`src/rtl/track_occupancy_detector.sv`:
```
// Axle-counting occupancy detector: synchronised, debounced approach/exit sensors drive
// an IDLE/OCCUPIED/CLEARING/FAULT machine. Define TRACK_DET_TIMEOUT_EN to build the OCCUPIED watchdog.
module track_occupancy_detector #(
    parameter int unsigned DEBOUNCE_CYCLES = 4,
    parameter int unsigned CNT_W           = 8,
    parameter int unsigned CLEAR_HOLD      = 8,
    parameter int unsigned TIMEOUT_CYCLES  = 1000
) (
    input  logic             clk,
    input  logic             reset,
    input  logic             sensor_in,
    input  logic             sensor_out,
    input  logic             fault_clear,
    output logic             train_detected,
    output logic [CNT_W-1:0] axle_count,
    output logic             fault
);

    localparam int unsigned DB_W   = (DEBOUNCE_CYCLES < 2) ? 1 : $clog2(DEBOUNCE_CYCLES);
    localparam int unsigned HOLD_W = (CLEAR_HOLD < 2) ? 1 : $clog2(CLEAR_HOLD + 1);

    localparam logic [DB_W-1:0]   DB_LAST   = DB_W'(DEBOUNCE_CYCLES - 1);
    localparam logic [HOLD_W-1:0] HOLD_LOAD = HOLD_W'(CLEAR_HOLD);
    localparam logic [CNT_W-1:0]  CNT_MAX   = '1;
    localparam logic [CNT_W-1:0]  CNT_ONE   = CNT_W'(1);

    typedef enum logic [1:0] {IDLE, OCCUPIED, CLEARING, FAULT} state_t;

    // Bit 0 carries the approach sensor, bit 1 the exit sensor.
    logic [1:0]      sync1;
    logic [1:0]      sync2;
    logic [1:0]      filt;
    logic [1:0]      filt_d;
    logic [DB_W-1:0] db_cnt [2];

    state_t          state;
    logic [CNT_W-1:0] count;
    logic [HOLD_W-1:0] hold;

    logic enter;
    logic leave;
    logic up;
    logic down;
    logic both_low;

    always_ff @(posedge clk or negedge reset) begin
        if (!reset) begin
            sync1  <= '0;
            sync2  <= '0;
            filt   <= '0;
            filt_d <= '0;
            for (int unsigned i = 0; i < 2; i++) db_cnt[i] <= '0;
        end else begin
            sync1  <= {sensor_out, sensor_in};
            sync2  <= sync1;
            filt_d <= filt;
            for (int unsigned i = 0; i < 2; i++) begin
                if (sync2[i] == filt[i]) begin
                    db_cnt[i] <= '0;
                end else if (db_cnt[i] == DB_LAST) begin
                    filt[i]   <= sync2[i];
                    db_cnt[i] <= '0;
                end else begin
                    db_cnt[i] <= db_cnt[i] + DB_W'(1);
                end
            end
        end
    end

    always_comb begin
        enter    = filt[0] & ~filt_d[0];
        leave    = filt[1] & ~filt_d[1];
        up       = enter & ~leave;
        down     = leave & ~enter;
        both_low = ~|filt;
    end

`ifdef TRACK_DET_TIMEOUT_EN
    localparam int unsigned WD_W = (TIMEOUT_CYCLES < 2) ? 1 : $clog2(TIMEOUT_CYCLES);
    localparam logic [WD_W-1:0] WD_LAST = WD_W'(TIMEOUT_CYCLES - 1);

    logic [WD_W-1:0] wd_cnt;
    logic            activity;

    // Any filtered level change on either sensor counts as proof of life.
    always_comb activity = |(filt ^ filt_d);
`endif

    // Outputs are registered alongside each state transition.
    always_ff @(posedge clk or negedge reset) begin
        if (!reset) begin
            state          <= IDLE;
            count          <= '0;
            hold           <= '0;
            train_detected <= 1'b0;
            fault          <= 1'b0;
`ifdef TRACK_DET_TIMEOUT_EN
            wd_cnt         <= '0;
`endif
        end else begin
            case (state)
                IDLE: begin
                    if (up) begin
                        state          <= OCCUPIED;
                        count          <= CNT_ONE;
                        train_detected <= 1'b1;
`ifdef TRACK_DET_TIMEOUT_EN
                        wd_cnt         <= '0;
`endif
                    end else if (down) begin
                        state          <= FAULT;
                        train_detected <= 1'b1;
                        fault          <= 1'b1;
                    end
                end
                OCCUPIED: begin
                    if (up) begin
                        if (count == CNT_MAX) begin
                            state <= FAULT;
                            fault <= 1'b1;
                        end else begin
                            count <= count + CNT_ONE;
                        end
                    end else if (down) begin
                        if (count == '0) begin
                            state <= FAULT;
                            fault <= 1'b1;
                        end else begin
                            count <= count - CNT_ONE;
                            if (count == CNT_ONE) begin
                                state <= CLEARING;
                                hold  <= HOLD_LOAD;
                            end
                        end
                    end
`ifdef TRACK_DET_TIMEOUT_EN
                    if (activity) begin
                        wd_cnt <= '0;
                    end else if (wd_cnt == WD_LAST) begin
                        state <= FAULT;
                        fault <= 1'b1;
                    end else begin
                        wd_cnt <= wd_cnt + WD_W'(1);
                    end
`endif
                end
                CLEARING: begin
                    if (up) begin
                        state <= OCCUPIED;
                        count <= CNT_ONE;
`ifdef TRACK_DET_TIMEOUT_EN
                        wd_cnt <= '0;
`endif
                    end else if (down) begin
                        state <= FAULT;
                        fault <= 1'b1;
                    end else if (hold <= HOLD_W'(1)) begin
                        state          <= IDLE;
                        train_detected <= 1'b0;
                    end else begin
                        hold <= hold - HOLD_W'(1);
                    end
                end
                FAULT: begin
                    if (fault_clear && both_low) begin
                        state          <= IDLE;
                        count          <= '0;
                        train_detected <= 1'b0;
                        fault          <= 1'b0;
                    end else if (up && count != CNT_MAX) begin
                        count <= count + CNT_ONE;
                    end else if (down && count != '0) begin
                        count <= count - CNT_ONE;
                    end
                end
                default: begin
                    state          <= FAULT;
                    train_detected <= 1'b1;
                    fault          <= 1'b1;
                end
            endcase
        end
    end

    assign axle_count = count;

endmodule

```
`config.mk`:
```
export PLATFORM = sky130hd
export DESIGN_NAME = track_occupancy_detector
export DESIGN_NICKNAME = d
export VERILOG_FILES = /design/src/rtl/track_occupancy_detector.sv
export SDC_FILE = /design/constraint.sdc
export NUM_CORES = 1
export LEC_CHECK = 0
export CORE_ASPECT_RATIO = 0.6
export CORE_UTILIZATION = 50
export DETAILED_ROUTE_END_ITERATION = 10
export MAX_ROUTING_LAYER = met4
export PLACE_DENSITY = 0.71
export SYNTH_ARGS = -nofsm -noshare
export SYNTH_HDL_FRONTEND = slang
export SYNTH_SLANG_ARGS = --single-unit
```
`constraint.sdc`:
```
create_clock -name clk -period 3 [get_ports clk]
set_input_delay 0.3 -clock clk [delete_from_list [all_inputs] [get_ports clk]]
set_output_delay 0.3 -clock clk [all_outputs]
set_load 0.01 [all_outputs]
```
[After elaboration in Yosys (flattened, before gate mapping)]
Cells that the tools add are included.
Storage, ports and cells
  register bits after elaboration: 28
  input port bits: 5
  output and inout port bits: 10
  word-level logic and storage cells: 123
Cells by class
  add/sub/neg operators: 5
  $lt $le $gt $ge: 1
  equality and inequality tests: 31
  mux-type cells: 46
  bitwise logic cells: 10
  reduce and logical (&&, ||, !) cells: 18
Operators by type and width (count)
  $mux 8: 8
  $mux 2: 15
  $mux 4: 7
  $pmux 8 s3: 1
  $ne 2x2->1 const B: 10
  $ne 3x3->1 const B: 6
  $reduce_and 6->1: 3
  $ne 4x4->1 const B: 3
  $mux 1: 11
  $add 8x1->8 const B: 1
  $eq 2x2->1 const B: 4
  $eq 8x1->1 const B: 1
  $eq 8x8->1 const B: 1
  $logic_not 8->1: 1
  $ne 8x8->1 const B: 1
  $pmux 2 s4: 1
  $pmux 4 s2: 1
  $reduce_and 8->1: 1
  $reduce_bool 8->1: 1
  $sub 8x1->8 const B: 1
  $not 1->1: 6
  $pmux 1 s3: 2
  $reduce_and 5->1: 1
  $add 2x1->2 const B: 2
  other kinds (13): 22

[Longest topological paths before layout]
  depth after elaboration: 9
  mapped depth: 11
  depth with buffers taken out: 9

[Worst setup path before layout]
Ideal clock, no wire load.
  path type: register -> register
  start point: register filt_d[0]
  end point: register count[4] (netlist: axle_count[4])
  library setup time: 0.118 ns
  data arrival time: 1.996 ns
  data required time: 2.882 ns
  path slack: 0.886 ns
  stages on the path, launching flop included: 10
  buffers on the path: 2
  cell sequence: dfrtp_1 nand2b_1 inv_1 ha_1 clkbuf_1 o31ai_1 and3_1 clkbuf_1 a221o_1 a21o_1
Between the ends
  word-level cells in the longest chain between the ends: 7
  elaborated cells between the ends (all ways): 17
  classes of those cells: eq/ne (5); mux (4); bitwise (5); reduce/logical (3)
RTL lines
  start: declaration: line 33  | logic [1:0] filt_d;
  start signal: assignment: line 56  | filt_d <= filt;
  $not 1->1 *: line 71  | enter = filt[0] & ~filt_d[0];
  $and 1x1->1 *: line 71
  $and 1x1->1 / $not 1->1 (equally long branches): line 73, 74
  $logic_and 1x1->1 / $and 1x1->1 (equally long branches): line 170, 74
  $mux 8 / $logic_and 1x1->1 (equally long branches): line 170, 172
  $mux 8 / $ne 4x4->1 (equally long branches)
  $pmux 8 s3 / $reduce_and 5->1 (equally long branches)
  end signal: assignment: line 122  | count <= count + CNT_ONE;
  end signal: assignment: line 171  | count <= count + CNT_ONE;
  end signal: assignment: line 173  | count <= count - CNT_ONE;
  end: declaration: line 37  | logic [CNT_W-1:0] count;
Every way passes the cells marked *; elsewhere a longest branch is shown, timed or not.
A chain may end at the register's enable or synchronous reset.

[Final worst setup path]
  start point: register count[0] (netlist: axle_count[0])
  end point: register count[3] (netlist: axle_count[3])
Between the ends
  word-level cells in the longest chain between the ends: 5
  elaborated cells between the ends (all ways): 20
  classes of those cells: add/sub (2); eq/ne (5); mux (8); reduce/logical (5)
RTL lines
  start signal: assignment: line 122
  start signal: assignment: line 129  | count <= count - CNT_ONE;
  start signal: assignment: line 171
  $sub 8x1->8 / $ne 8x8->1 (equally long branches): line 129, 173, 170
  $mux 8 (tied with other cells): line 172  | end else if (down && count != '0) begin
  $mux 8, on equally long branches: line 170, 124
  $mux 8, on equally long branches: line 165, 117
  $pmux 8 s3: line 101  | case (state)
Several ways; a longest one is shown, not always the timed one. The select of a mux whose other input is x is not followed.

==> qor.yml <==
outcome: "finished clean"
cp-start-kind: "flop"
drt_iter0_drc: 210
ant_nets: 0
slew_headroom: 0.577
worst-slew-pin-transition_ns: 0.635
die-height_um: 47.1
worst_path_max_delay_cell: "nand2b_1"
rrSetupSlack_ns: 0.41
syn_area_mm2: 0.00170
drt_wl_total_mm: 3.63
ys_ff_latch: 28
io_pins: 15
timing.fmax_ghz: 0.386
grt_usage: 0.224
ys_types: 55
cts_buffers: 3
start_util: 0.558
reg2regPathDepth: 8
min_period_ns: 2.59
cp.arrival_ns: 2.76
seq_area_um2: 701
p_int_uw: 1240
clock_sinks: 28
rows: 15
crit_type: "flop to flop"
n_antenna_cell: 0
io_buffer_count: 14
multi_input_area_um2: 908
drive_gt1_frac: 0.100
hp-class: "flop to flop"
cp_cell_sequence: "inv_1, ha_1, nor3b_1, nand2_1, a222oi_1, nand2b_1, nor2_1, o32a_1"
synth_top_area_frac: 0.413
nFillCells: 258
grt_max_degree: 29
synth_cells: 176
setup_viol: 0
post_cts_buffers: 0
dieArea_mm2: 0.00364
synth-main-ff-cell: "dfrtp_1"
synth_warnings: 0
overflow: 0
power_density_mw_per_mm2: 1180
maxCapViolations: 0
seq_area_frac_synth: 0.413
vias_per_cell: 6.03
gp_congestion: 0.911
ys_top_cells_by_count: "dfrtp_1 (28), nor2_1 (14), ha_1 (10), nand2_1 (10)"
crit_fanout: 16
drc: 0
slew_viol_final: 0
cp_slowest_stage_delay_ns: 0.56
synthTopCellsByArea: "dfrtp_1 (41%), ha_1 (7.4%), nor2_1 (3.1%), a21oi_1 (2.4%), o21ai_0 (2.4%)"
h-tree-depth: 1
ir_drop_v: 0.000589
rsz0062_at_grt: "no"
grt_antenna_before_repair: 0
dr.pass1.iters: 5
final_util: 0.629
final_nets: 206
clock_skew_ns: 0.00441
async_flop_share: 1.00
rr_startpoint: "axle_count[0]$_DFFE_PN0P_"
synth_fp_nets: 191
post-route-period-util: 0.864
crit_required_ns: 3.17
ctsHoldBuffers: 0
p_leak_uw: 0.000822
cts_buffer_depth: 2
hold_path_end: "sync2[0]$_DFF_PN0_"
post_cts_resized: 0
crit_path_end_kind: "flop"
fp.dieW_um: 77.2
seq_power_share: 0.323
synth_most_common_cell: "dfrtp_1"
clkLatencyLatePin_ns: 0.28
finalSetupTns_ns: 0
syn_to_final_growth_pct: 12.8
cts_tree: "done"
combPwrFrac: 0.574
path_clk_slew_ns: 0.09
netSwitchingPower_uw: 1030
timing.final.hold_violations: 0
core_area_mm2: 0.00304
wl_per_cell_um: 15.6
synth_edf_count: 0
grt_pass1_wl_mm: 5.91
synth_top_area_cell: "dfrtp_1"
grt_pass1_vias: 1163
cts.root.buffer_cell: "clkbuf_8"
worstHoldStart: "sync1[0]$_DFF_PN0_"
num_vias: 1399
dp_hpwl_mm: 2.65
whs_path_depth: 0
swShare: 0.454
synth_area_per_cell_um2: 9.64
pwr-share-clk: 0.103
reg2reg_to: "axle_count[3]$_DFFE_PN0P_"
[metrics by stage]
| stage | power (uW) | area [um2] | hold WS (ns) | instances | setup slack (ns) |
|---|---|---|---|---|---|
| 2_1_floorplan | 1720 | 1700 | 0.00441 | 176 | 0.886 |
| 3_3_place_gp | 1970 | 1860 | 0.331 | 228 | 0.463 |
| 3_5_place_dp | 2010 | 1860 | 0.339 | 228 | 0.419 |
| 4_1_cts | 2250 | 1910 | 0.361 | 232 | 0.435 |
| 5_1_grt | 2450 | 1910 | 0.367 | 232 | 0.121 |
| 6_report | 2270 | 1910 | 0.359 | 232 | 0.407 |
[state kept, by name (all words and copies together), names as in the netlist]
name	flops
axle_count	8
db_cnt	4
hold	4
filt	2
filt_d	2
state	2
sync1	2
sync2	2
fault	1
train_detected	1
[cell type report]
| cell class | count | area share |
|---|---|---|
| Timing Repair Buffer | 17 | 0.0850 |
| Clock buffer | 4 | 0.0288 |
| Multi-Input combinational cell | 132 | 0.475 |
| Sequential cell | 28 | 0.366 |
| Tap cell | 42 | 0.0275 |
| Inverter | 9 | 0.0177 |
[layer usage]
layer | part of all wire | GRT usage | vias to the layer above | wire length, um
met5 | 0 | - | - | 0
met4 | 0.0044 | 0.0340 | 0 | 16
met3 | 0.053 | 0.0466 | 3 | 191
met2 | 0.40 | 0.299 | 40 | 1440
met1 | 0.55 | 0.346 | 669 | 1980
li1 | - | - | 687 | -
[placed cells by master (no fill, tap or decap), types with 3 or more instances in the layout]
cell              n
clkbuf_8          4
a21o_1            3
nand2_1          10
a21oi_1           8
o21ai_1           5
dfrtp_1          28
ha_1             10
nand2b_1          3
nor3_1            5
nor2b_1           4
clkdlybuf4s50_1  14
nand3_1           6
nor3b_1           3
or3_1             4
inv_1             8
nor2_1           14
o21ai_0           8
o31ai_1           5
mux2_2            3
buf_4             3
[worst max path at each step]
stage | from | endpoint | slack [ns] | cells after the start
4_1_cts | axle_count[0]$_DFFE_PN0P_ | axle_count[3]$_DFFE_PN0P_ | 0.44 | 8
2_1_floorplan | filt_d[0]$_DFF_PN0_ | axle_count[4]$_DFFE_PN0P_ | 0.89 | 9
3_5_place_dp | fault_clear | axle_count[4]$_DFFE_PN0P_ | 0.42 | 7
5_1_grt | axle_count[0]$_DFFE_PN0P_ | axle_count[3]$_DFFE_PN0P_ | 0.12 | 8
6_report | axle_count[0]$_DFFE_PN0P_ | axle_count[3]$_DFFE_PN0P_ | 0.41 | 8
3_3_place_gp | fault_clear | axle_count[4]$_DFFE_PN0P_ | 0.46 | 7
[critical path, delay by kind of cell (launching register included)]
family | cells | cell delay [ns]
buffers and inverters | 1 | 0.11
AND/OR/NAND/NOR | 4 | 1.17
flip-flops | 1 | 0.45
AO/OA/AOI/OAI | 2 | 0.52
adder cells (fa/ha/maj) | 1 | 0.23
[logic make-up after synthesis]
kind of cell / after synthesis / synth area share
and+or+nand+nor: 61 / 0.195
DFF: 28 / 0.413
muxes: 4 / 0.0258
buffers and inverters: 16 / 0.0516
adders and majority gates: 10 / 0.0737
xor gates and xnor gates: 2 / 0.0103
AOI/OAI and AO/OA: 55 / 0.230
[power groups by stage]
| stage | logic [uW] | registers (uW) | clock network, uW |
|---|---|---|---|
| after floorplan | 1030 | 692 | 0 |
| after global placement | 1260 | 715 | 0 |
| after detailed placement | 1270 | 734 | 0 |
| after CTS | 1290 | 728 | 239 |
| after global routing | 1440 | 755 | 255 |
| final | 1300 | 731 | 233 |
Power figures use the tool's default switching activity.
